--- src/rtl/lsu_pkg.sv ---
// Shared constants and helpers for the load/store unit: RISC-V load funct3
// encodings, AXI response codes and access-size decoding.
package lsu_pkg;

    localparam logic [2:0] F3_LB  = 3'b000;
    localparam logic [2:0] F3_LH  = 3'b001;
    localparam logic [2:0] F3_LW  = 3'b010;
    localparam logic [2:0] F3_LBU = 3'b100;
    localparam logic [2:0] F3_LHU = 3'b101;

    localparam logic [1:0] AXI_RESP_OKAY = 2'b00;

    typedef enum logic [1:0] {
        SZ_BYTE = 2'b00,
        SZ_HALF = 2'b01,
        SZ_WORD = 2'b10,
        SZ_BAD  = 2'b11
    } access_size_t;

    function automatic access_size_t access_size(input logic [2:0] funct3);
        return access_size_t'(funct3[1:0]);
    endfunction

endpackage

--- src/rtl/lsu_if.sv ---
// Bundle of the EX request, WB result and AXI4-Lite data-bus signals of the LSU.
// The master modport is the LSU's view; slave is the surrounding core/bus view.
interface lsu_if #(
    parameter int ADDR_W = 32,
    parameter int DATA_W = 32
);
    logic              ex_valid;
    logic              lsu_ready;
    logic              req_wen;
    logic [2:0]        req_funct3;
    logic [ADDR_W-1:0] req_addr;
    logic [DATA_W-1:0] req_wdata;

    logic              wb_valid;
    logic              wb_ready;
    logic [DATA_W-1:0] wb_rdata;
    logic              wb_err;

    logic [ADDR_W-1:0] araddr;
    logic              arvalid;
    logic              arready;
    logic [DATA_W-1:0] rdata;
    logic [1:0]        rresp;
    logic              rvalid;
    logic              rready;

    logic [ADDR_W-1:0] awaddr;
    logic              awvalid;
    logic              awready;
    logic [DATA_W-1:0] wdata;
    logic [3:0]        wstrb;
    logic              wvalid;
    logic              wready;
    logic [1:0]        bresp;
    logic              bvalid;
    logic              bready;

    modport master (
        input  ex_valid, req_wen, req_funct3, req_addr, req_wdata, wb_ready,
        input  arready, rdata, rresp, rvalid, awready, wready, bresp, bvalid,
        output lsu_ready, wb_valid, wb_rdata, wb_err,
        output araddr, arvalid, rready, awaddr, awvalid, wdata, wstrb, wvalid, bready
    );

    modport slave (
        output ex_valid, req_wen, req_funct3, req_addr, req_wdata, wb_ready,
        output arready, rdata, rresp, rvalid, awready, wready, bresp, bvalid,
        input  lsu_ready, wb_valid, wb_rdata, wb_err,
        input  araddr, arvalid, rready, awaddr, awvalid, wdata, wstrb, wvalid, bready
    );

endinterface

--- src/rtl/lsu_align.sv ---
// Combinational lane steering: store data/strobe placement, load lane select
// and extension, and misalignment/illegal-funct3 detection.
module lsu_align
    import lsu_pkg::*;
(
    input  logic [2:0]  funct3,
    input  logic [1:0]  offset,
    input  logic [31:0] store_data,
    input  logic [31:0] load_raw,
    output logic [31:0] store_wdata,
    output logic [3:0]  store_wstrb,
    output logic [31:0] load_data,
    output logic        misaligned
);

    logic [4:0]  lane_shift;
    logic [31:0] load_shifted;

    assign lane_shift   = {offset, 3'b000};
    assign store_wdata  = store_data << lane_shift;
    assign load_shifted = load_raw >> lane_shift;

    always_comb begin
        // NOTE: every output gets a default before the case so no path leaves it unassigned (no latch).
        store_wstrb = 4'b0000;
        misaligned  = 1'b0;
        unique case (access_size(funct3))
            SZ_BYTE: store_wstrb = 4'b0001 << offset;
            SZ_HALF: begin
                store_wstrb = 4'b0011 << offset;
                misaligned  = offset[0];
            end
            SZ_WORD: begin
                store_wstrb = 4'b1111;
                misaligned  = |offset;
            end
            default: misaligned = 1'b1;
        endcase
        // 110 decodes as word size but is not a valid RV32 load/store.
        if (funct3 == 3'b110) misaligned = 1'b1;
    end

    always_comb begin
        load_data = load_shifted;
        case (funct3)
            F3_LB:   load_data = {{24{load_shifted[7]}}, load_shifted[7:0]};
            F3_LH:   load_data = {{16{load_shifted[15]}}, load_shifted[15:0]};
            F3_LBU:  load_data = {24'b0, load_shifted[7:0]};
            F3_LHU:  load_data = {16'b0, load_shifted[15:0]};
            default: load_data = load_shifted;
        endcase
    end

endmodule

--- src/rtl/lsu.sv ---
// Load/store unit: one EX request at a time is turned into an AXI4-Lite read
// or write, and a single extended result is handed to WB.
module lsu
    import lsu_pkg::*;
#(
    parameter int ADDR_W = 32,
    parameter int DATA_W = 32
) (
    input  logic  clk,
    input  logic  rst_n,
    lsu_if.master bus
);

    typedef enum logic [2:0] {
        S_IDLE,
        S_AR,
        S_R,
        S_AW_W,
        S_B,
        S_DONE
    } state_t;

    state_t            state_q, state_d;
    logic [ADDR_W-1:0] addr_q;
    logic [2:0]        funct3_q;
    logic [DATA_W-1:0] wdata_q;
    logic [3:0]        wstrb_q;
    logic [DATA_W-1:0] rdata_q;
    logic              err_q;
    logic              aw_done_q, w_done_q;

    logic [2:0]        al_funct3;
    logic [1:0]        al_offset;
    logic [DATA_W-1:0] st_wdata, ld_data;
    logic [3:0]        st_wstrb;
    logic              misaligned;
    logic              accept, aw_pend, w_pend, aw_hs, w_hs;

    // The aligner sees the live request while idle and the latched one afterwards.
    assign al_funct3 = (state_q == S_IDLE) ? bus.req_funct3 : funct3_q;
    assign al_offset = (state_q == S_IDLE) ? bus.req_addr[1:0] : addr_q[1:0];

    lsu_align u_align (
        .funct3      (al_funct3),
        .offset      (al_offset),
        .store_data  (bus.req_wdata),
        .load_raw    (bus.rdata),
        .store_wdata (st_wdata),
        .store_wstrb (st_wstrb),
        .load_data   (ld_data),
        .misaligned  (misaligned)
    );

    assign accept  = (state_q == S_IDLE) && bus.ex_valid;
    assign aw_pend = (state_q == S_AW_W) && !aw_done_q;
    assign w_pend  = (state_q == S_AW_W) && !w_done_q;
    assign aw_hs   = aw_pend && bus.awready;
    assign w_hs    = w_pend && bus.wready;

    always_comb begin
        state_d = state_q;
        unique case (state_q)
            S_IDLE: if (bus.ex_valid) state_d = misaligned  ? S_DONE :
                                                bus.req_wen ? S_AW_W : S_AR;
            S_AR:   if (bus.arready) state_d = S_R;
            S_R:    if (bus.rvalid) state_d = S_DONE;
            S_AW_W: if ((aw_done_q || aw_hs) && (w_done_q || w_hs)) state_d = S_B;
            S_B:    if (bus.bvalid) state_d = S_DONE;
            S_DONE: if (bus.wb_ready) state_d = S_IDLE;
            default: state_d = S_IDLE;
        endcase
    end

    always_ff @(posedge clk or negedge rst_n) begin
        if (!rst_n) begin
            state_q <= S_IDLE;
        end else begin
            // NOTE: non-blocking so every register samples pre-edge values regardless of block order.
            state_q <= state_d;
        end
    end

    always_ff @(posedge clk or negedge rst_n) begin
        if (!rst_n) begin
            addr_q    <= '0;
            funct3_q  <= '0;
            wdata_q   <= '0;
            wstrb_q   <= '0;
            rdata_q   <= '0;
            err_q     <= 1'b0;
            aw_done_q <= 1'b0;
            w_done_q  <= 1'b0;
        end else begin
            if (accept) begin
                addr_q    <= bus.req_addr;
                funct3_q  <= bus.req_funct3;
                wdata_q   <= st_wdata;
                wstrb_q   <= st_wstrb;
                rdata_q   <= '0;
                err_q     <= misaligned;
                aw_done_q <= 1'b0;
                w_done_q  <= 1'b0;
            end
            if (aw_hs) aw_done_q <= 1'b1;
            if (w_hs)  w_done_q  <= 1'b1;
            if (state_q == S_R && bus.rvalid) begin
                rdata_q <= ld_data;
                err_q   <= (bus.rresp != AXI_RESP_OKAY);
            end
            if (state_q == S_B && bus.bvalid) begin
                rdata_q <= '0;
                err_q   <= (bus.bresp != AXI_RESP_OKAY);
            end
        end
    end

    assign bus.lsu_ready = (state_q == S_IDLE);
    assign bus.arvalid   = (state_q == S_AR);
    assign bus.araddr    = {addr_q[ADDR_W-1:2], 2'b00};
    assign bus.rready    = (state_q == S_R);
    assign bus.awvalid   = aw_pend;
    assign bus.awaddr    = {addr_q[ADDR_W-1:2], 2'b00};
    assign bus.wvalid    = w_pend;
    assign bus.wdata     = wdata_q;
    assign bus.wstrb     = wstrb_q;
    assign bus.bready    = (state_q == S_B);
    assign bus.wb_valid  = (state_q == S_DONE);
    assign bus.wb_rdata  = rdata_q;
    assign bus.wb_err    = err_q;

endmodule

--- src/flat_wrapper.sv ---
// flat-port wrapper written by rule: the top's interface ports become plain ports
module lsu_flat import lsu_pkg::*;
#(
    parameter int ADDR_W = 32,
    parameter int DATA_W = 32
)
  (clk, rst_n, bus_ex_valid, bus_req_wen, bus_req_funct3, bus_req_addr, bus_req_wdata, bus_wb_ready, bus_arready, bus_rdata, bus_rresp, bus_rvalid, bus_awready, bus_wready, bus_bresp, bus_bvalid, bus_lsu_ready, bus_wb_valid, bus_wb_rdata, bus_wb_err, bus_araddr, bus_arvalid, bus_rready, bus_awaddr, bus_awvalid, bus_wdata, bus_wstrb, bus_wvalid, bus_bready);
  lsu_if #(.ADDR_W(ADDR_W), .DATA_W(DATA_W)) bus_i ();
  input  logic clk;
  input  logic rst_n;
  input wire logic [$bits(bus_i.ex_valid)-1:0] bus_ex_valid;
  input wire logic [$bits(bus_i.req_wen)-1:0] bus_req_wen;
  input wire logic [$bits(bus_i.req_funct3)-1:0] bus_req_funct3;
  input wire logic [$bits(bus_i.req_addr)-1:0] bus_req_addr;
  input wire logic [$bits(bus_i.req_wdata)-1:0] bus_req_wdata;
  input wire logic [$bits(bus_i.wb_ready)-1:0] bus_wb_ready;
  input wire logic [$bits(bus_i.arready)-1:0] bus_arready;
  input wire logic [$bits(bus_i.rdata)-1:0] bus_rdata;
  input wire logic [$bits(bus_i.rresp)-1:0] bus_rresp;
  input wire logic [$bits(bus_i.rvalid)-1:0] bus_rvalid;
  input wire logic [$bits(bus_i.awready)-1:0] bus_awready;
  input wire logic [$bits(bus_i.wready)-1:0] bus_wready;
  input wire logic [$bits(bus_i.bresp)-1:0] bus_bresp;
  input wire logic [$bits(bus_i.bvalid)-1:0] bus_bvalid;
  output wire logic [$bits(bus_i.lsu_ready)-1:0] bus_lsu_ready;
  output wire logic [$bits(bus_i.wb_valid)-1:0] bus_wb_valid;
  output wire logic [$bits(bus_i.wb_rdata)-1:0] bus_wb_rdata;
  output wire logic [$bits(bus_i.wb_err)-1:0] bus_wb_err;
  output wire logic [$bits(bus_i.araddr)-1:0] bus_araddr;
  output wire logic [$bits(bus_i.arvalid)-1:0] bus_arvalid;
  output wire logic [$bits(bus_i.rready)-1:0] bus_rready;
  output wire logic [$bits(bus_i.awaddr)-1:0] bus_awaddr;
  output wire logic [$bits(bus_i.awvalid)-1:0] bus_awvalid;
  output wire logic [$bits(bus_i.wdata)-1:0] bus_wdata;
  output wire logic [$bits(bus_i.wstrb)-1:0] bus_wstrb;
  output wire logic [$bits(bus_i.wvalid)-1:0] bus_wvalid;
  output wire logic [$bits(bus_i.bready)-1:0] bus_bready;
  assign bus_i.ex_valid = bus_ex_valid;
  assign bus_i.req_wen = bus_req_wen;
  assign bus_i.req_funct3 = bus_req_funct3;
  assign bus_i.req_addr = bus_req_addr;
  assign bus_i.req_wdata = bus_req_wdata;
  assign bus_i.wb_ready = bus_wb_ready;
  assign bus_i.arready = bus_arready;
  assign bus_i.rdata = bus_rdata;
  assign bus_i.rresp = bus_rresp;
  assign bus_i.rvalid = bus_rvalid;
  assign bus_i.awready = bus_awready;
  assign bus_i.wready = bus_wready;
  assign bus_i.bresp = bus_bresp;
  assign bus_i.bvalid = bus_bvalid;
  assign bus_lsu_ready = bus_i.lsu_ready;
  assign bus_wb_valid = bus_i.wb_valid;
  assign bus_wb_rdata = bus_i.wb_rdata;
  assign bus_wb_err = bus_i.wb_err;
  assign bus_araddr = bus_i.araddr;
  assign bus_arvalid = bus_i.arvalid;
  assign bus_rready = bus_i.rready;
  assign bus_awaddr = bus_i.awaddr;
  assign bus_awvalid = bus_i.awvalid;
  assign bus_wdata = bus_i.wdata;
  assign bus_wstrb = bus_i.wstrb;
  assign bus_wvalid = bus_i.wvalid;
  assign bus_bready = bus_i.bready;
  lsu #(.ADDR_W(ADDR_W), .DATA_W(DATA_W)) u_core (.clk(clk), .rst_n(rst_n), .bus(bus_i));
endmodule
--- config.mk ---
export PLATFORM = sky130hd
export DESIGN_NAME = lsu_flat
export DESIGN_NICKNAME = d
export VERILOG_FILES = /design/src/rtl/lsu_pkg.sv /design/src/rtl/lsu_if.sv /design/src/rtl/lsu_align.sv /design/src/rtl/lsu.sv /design/src/flat_wrapper.sv
export SDC_FILE = /design/constraint.sdc
export NUM_CORES = 1
export LEC_CHECK = 0
export CORE_MARGIN = 2
export CORE_UTILIZATION = 44
export DETAILED_ROUTE_END_ITERATION = 6
export PLACE_DENSITY = 0.88
export SLEW_MARGIN = 10
export SYNTH_ARGS = -nofsm -noshare
export SYNTH_HDL_FRONTEND = slang
export SYNTH_HIERARCHICAL = 1
export SYNTH_SLANG_ARGS = --single-unit
--- constraint.sdc ---
create_clock -name clk -period 3.4 [get_ports clk]
set_clock_uncertainty 0.1 [all_clocks]
set_input_delay 0.68 -clock clk [delete_from_list [all_inputs] [get_ports clk]]
set_output_delay 0.68 -clock clk [all_outputs]
set_load 0.05 [all_outputs]
==> impl_metrics.tcl, run 1 <==
set metrics [dict create \
    status "completed" \
    ys_ff_latch 109 \
    yosys.area_share.simple_pct 8.44 \
    regToRegSetupSlack_ps 430 \
    synth_top_cell_by_area "dfrtp_1" \
    cp_num_cells 2 \
    place_area_um2 8320 \
    yosys.area.top_type_share_pct 44.0 \
    dr.pass1.iters 4 \
    synth-compound-area-share_pct 14.1 \
    nets 849 \
    path_max_fanout 13 \
    synth_edf_count 0 \
    vias_per_cell 5.48 \
    worstSkewPairLatency_ps 340 \
    layout_commonest_cell "clkdlybuf4s50_1" \
    critical_path_buf_inv_count 1 \
    path_class "reg -> out" \
    yosys_warnings 6 \
    cts_sinks 109 \
    hold_buffers 0 \
    area_growth_pct 39.1 \
    grt_pass1_wl_mm 25.8 \
    coreArea_um2 13800 \
    timing.final.crit_share_pct 90.5 \
    grt_pass1_vias 4937 \
    route.antenna.remaining_nets 0 \
    ys_seq_area_share_pct 44.0 \
    rr_worst_depth 6 \
    drt_wl_total_mm 17.4 \
    hold_viol_final 0 \
    nFillCells 1050 \
    cts_tree "done" \
    clock-root-buffer "clkbuf_16" \
    numPortBuffers 248 \
    ctsResizeCount 0 \
    critical-path-max-stage-delay_ps 930 \
    mostFrequentLayoutCells "clkdlybuf4s50_1 (247), dfrtp_1 (109), mux2_2 (84), nand2_1 (38), mux2i_1 (34)" \
    synthAdderAreaFrac_pct 0 \
    grt_max_degree 62 \
    final_util_pct 62.4 \
    worst_slew_pin_slew_ps 715 \
    gp_congestion 0.889 \
    clock.fmax_mhz 325 \
    cts.path.max_buffers 2 \
    synth_area_um2 6200 \
    synth_mux_area_share_pct 21.4 \
    rr_endpoint "u_core/bus.wb_rdata[16]" \
    finalSetupViolations 0 \
    max_cap_viol_count 0 \
    maxSlewViolCount 0 \
    die_area_um2 15100 \
    antenna_found_initial 0 \
    syn_inst 565 \
    dp_hpwl_mm 12.8 \
    grt-ovfl-total 0 \
    min_period_ps 3080 \
    syn_area_per_cell_um2 11.0 \
    crit_slowest_cell "clkdlybuf4s50_1" \
    fin_hold_ws_ps 280 \
    synth-xor-area-share_pct 0 \
    die_y_um 123 \
    route.detailed.drc 0 \
    design_area_um2 8620 \
    vias 5031 \
    synth_top_family_by_area "multiplexers" \
    drive_above_1_share_pct 17.5 \
    num_io_pins 253 \
    path_clk_slew_ps 70 \
    start_util_pct 44.8 \
    initialDrtViolationCount 349 \
    htreeDepth 3 \
    postSynth.asyncResetShare_pct 100 \
    synth.distinct_cells 43 \
    cts_buffers 9 \
    rows 43 \
    r2r-start "u_core/state_q[2]" \
    path_cells "nor3_2 > clkdlybuf4s50_1" \
    slew_headroom_pct 52.3 \
    die_w_um 123 \
    fin_setup_tns_ps 0 \
    start_kind "register" \
    cp_data_arrival_time_ps 2300 \
    diodes 0 \
    holdCritPathClass "in -> async" \
    routedWlPerCell_um 19.0 \
    required_ps 2620 \
    multi_input_area_um2 2750 \
    cp-end-kind "output port" \
    synth_flop_cell "dfrtp_1" \
    synth_area_leaders "dfrtp_1 (44%), mux2_2 (15%), buf_4 (9.7%), mux2i_1 (5.5%), a22o_1 (4.5%)" \
    grtUsageTotal_pct 22.4 \
    path_delay_family "buffers and inverters" \
    rsz0062_at_grt "no" \
    cts_post_setup_buffers_inserted 0 \
    seqCellArea_um2 2730 \
]
==> synth_stat cells, types with 2 or more instances <==
master	n
mux2_2	85
nor2_1	23
nor3b_1	2
a22o_1	32
o21bai_1	2
or2_2	8
a211oi_1	9
buf_2	14
dfrtp_1	109
nand3b_1	2
o21a_1	2
nor3_1	4
clkbuf_1	5
inv_1	3
mux2_4	2
o211ai_1	16
buf_4	80
o21ai_0	23
buf_6	3
and2_1	9
o31ai_1	2
mux2i_1	34
buf_1	3
nand2_1	38
nor2b_1	12
a21oi_1	25
nand2b_1	2
==> worst max-delay path by stage <==
stage                      startpoint                      end  slack, ps
floorplan           u_core/state_q[1]  u_core/bus.wb_rdata[16]        140
global placement      bus_req_addr[0]  u_core/bus.wb_rdata[22]        500
detailed placement    bus_req_addr[0]  u_core/bus.wb_rdata[30]        430
CTS                 u_core/state_q[2]            bus_lsu_ready        320
global route        u_core/state_q[2]            bus_lsu_ready        230
finish              u_core/state_q[2]            bus_lsu_ready        320
==> cell families after synthesis <==
logic type,Yosys count
AOI/OAI and AO/OA,120
buffers and inverters,108
DFF,109
muxes,121
other,1
and+or+nand+nor,106
==> final cells by class <==
type                       count  area share (%)
multi-input combinational    351            31.9
sequential                   109            31.6
timing repair buffer         262            30.3
clock buffer                  11            2.81
tap                          180            2.61
clock inverter                 2           0.696
inverter                       3           0.131
==> state kept, by name, summed over array words and instances (netlist names) <==
signal,cells
u_core/addr_q,32
u_core/state_q,3
u_core/w_done_q,1
u_core/bus.wb_rdata,32
u_core/bus.wb_err,1
u_core/aw_done_q,1
u_core/bus.wstrb,4
u_core/funct3_q,3
u_core/bus.wdata,32
==> routing by layer <==
| layer | share of wire (%) | up-vias | global-route usage (%) |
|---|---|---|---|
| li1 | - | 2278 | - |
| met1 | 39 | 2460 | 26.7 |
| met3 | 8.1 | 30 | 5.53 |
| met5 | 0 | - | 0 |
| met4 | 2.4 | 0 | 8.98 |
| met2 | 50 | 263 | 38.4 |
==> metrics by stage <==
step                std cells  setup WS [ps]
floorplan                 568            138
detailed placement        905            431
CTS                       918            318
global placement          905            501
global route              918            235
finish                    918            322
Power of run 1 is not shown: default switching activity piles up to over one toggle a cycle in this logic, so the estimate is an artifact.
==> run 2, diff against run 1 <==
--- a/config.mk
+++ b/config.mk
@@ -8,6 +8,7 @@
 export CORE_MARGIN = 2
 export CORE_UTILIZATION = 44
 export DETAILED_ROUTE_END_ITERATION = 6
+export GPL_TIMING_DRIVEN = 0
 export PLACE_DENSITY = 0.88
 export SLEW_MARGIN = 10
 export SYNTH_ARGS = -nofsm -noshare
==> impl_metrics.tcl, run 2 (synthesis results as in run 1) <==
set metrics [dict create \
    status "completed" \
    start_util_pct 44.8 \
    cts_tree "done" \
    clock.fmax_mhz 328 \
    max_cap_viol_count 0 \
    clock-root-buffer "clkbuf_16" \
    slew_headroom_pct 50.8 \
    antenna_found_initial 0 \
    finalSetupViolations 0 \
    route.antenna.remaining_nets 0 \
    ctsResizeCount 0 \
    grt_max_degree 66 \
    start_kind "register" \
    numPortBuffers 248 \
    layout_commonest_cell "clkdlybuf4s50_1" \
    required_ps 2620 \
    cts.path.max_buffers 2 \
    cts_post_setup_buffers_inserted 0 \
    worst_slew_pin_slew_ps 735 \
    r2r-start "u_core/state_q[0]" \
    regToRegSetupSlack_ps 360 \
    rsz0062_at_grt "no" \
    area_growth_pct 49.2 \
    vias 5237 \
    grt_pass1_wl_mm 28.4 \
    die_y_um 123 \
    rows 43 \
    num_io_pins 253 \
    grt-ovfl-total 0 \
    path_max_fanout 10 \
    hold_viol_final 0 \
    startpoint "u_core/state_q[0]" \
    vias_per_cell 5.17 \
    die_w_um 123 \
    path_cells "buf_2 > nor3_2 > clkdlybuf4s50_1" \
    rr_worst_depth 11 \
    holdCritPathClass "in -> async" \
    diodes 0 \
    rr_endpoint "u_core/state_q[2]" \
    nets 941 \
    endpoint "bus_lsu_ready" \
    crit_slowest_cell "clkdlybuf4s50_1" \
    grtUsageTotal_pct 24.7 \
    timing.final.crit_share_pct 89.6 \
    initialDrtViolationCount 264 \
    dp_hpwl_mm 14.2 \
    grt_pass1_vias 5224 \
    coreArea_um2 13800 \
    hold_buffers 0 \
    route.detailed.drc 0 \
    dr.pass1.iters 5 \
    mostFrequentLayoutCells "clkdlybuf4s50_1 (247), dfrtp_1 (109), mux2_2 (85), buf_4 (80), nand2_1 (38)" \
    fin_setup_tns_ps 0 \
    htreeDepth 3 \
    gp_congestion 0.884 \
    maxSlewViolCount 0 \
    cts_buffers 9 \
    worstSkewPairLatency_ps 350 \
    path_clk_slew_ps 70 \
    worst_slack_ps 355 \
    cts_sinks 109 \
    routedWlPerCell_um 18.1 \
    path_class "reg -> out" \
    die_area_um2 15100 \
    cp-end-kind "output port" \
    min_period_ps 3050 \
    drive_above_1_share_pct 25.7 \
    post-place-ws_ps 328 \
    cp_data_arrival_time_ps 2270 \
    drt_wl_total_mm 18.3 \
    critical-path-max-stage-delay_ps 890 \
]
## run 2: changes by cell type in the layout (fill, tap and decap cells not counted), moves of 2 or more
cell      change
buf_2        +14
clkbuf_1      +6
buf_4        +67
buf_1         +3
buf_6         +4
buf_12        -2
## run 2: critical path, delay by kind of cell, from the launching register on
kind / cells / cell delay, ps
and+or+nand+nor: 1 / 380
buffers and inverters: 2 / 1100
DFF: 1 / 440
## run 2: metrics by stage
stage               area (µm²)  hold WS (ps)  util [%]  std cells
finish                    9250           141      66.9       1013
global route              9250           170      66.9       1013
CTS                       9250           163      66.9       1013
detailed placement        8950           379      64.7        997
global placement          8920           373      64.5        996
floorplan                 6210           284         -        568
## run 2: worst min-delay path by stage
stage	start	slack, ps	cells after the start	end
2_1_floorplan	rst_n	280	0	u_core/addr_q[0]
3_3_place_gp	u_core/bus.wb_err	370	1	u_core/bus.wb_err
3_5_place_dp	u_core/bus.wb_err	380	1	u_core/bus.wb_err
4_1_cts	rst_n	160	1	u_core/bus.wb_rdata[21]
5_1_grt	rst_n	170	1	u_core/bus.wb_rdata[21]
6_report	rst_n	140	1	u_core/bus.wb_rdata[21]
## run 2: layout make-up
type / count / area, µm²
fillers: 1073 / 4580
multi-input cells: 351 / 2740
flip-flops and latches: 109 / 2730
repair buffers: 249 / 2510
plain buffers: 105 / 734
clock buffers: 12 / 246
well taps: 180 / 225
clock inverters: 4 / 55.1
inverters: 3 / 11.3
## run 2: layer usage
layer  global-route usage (%)  share of wire, %
met4                     7.18               1.5
met5                        0                 0
met2                     43.1                50
met3                     5.72               8.3
met1                     30.5                40
Power of run 2 is left out for the same reason.
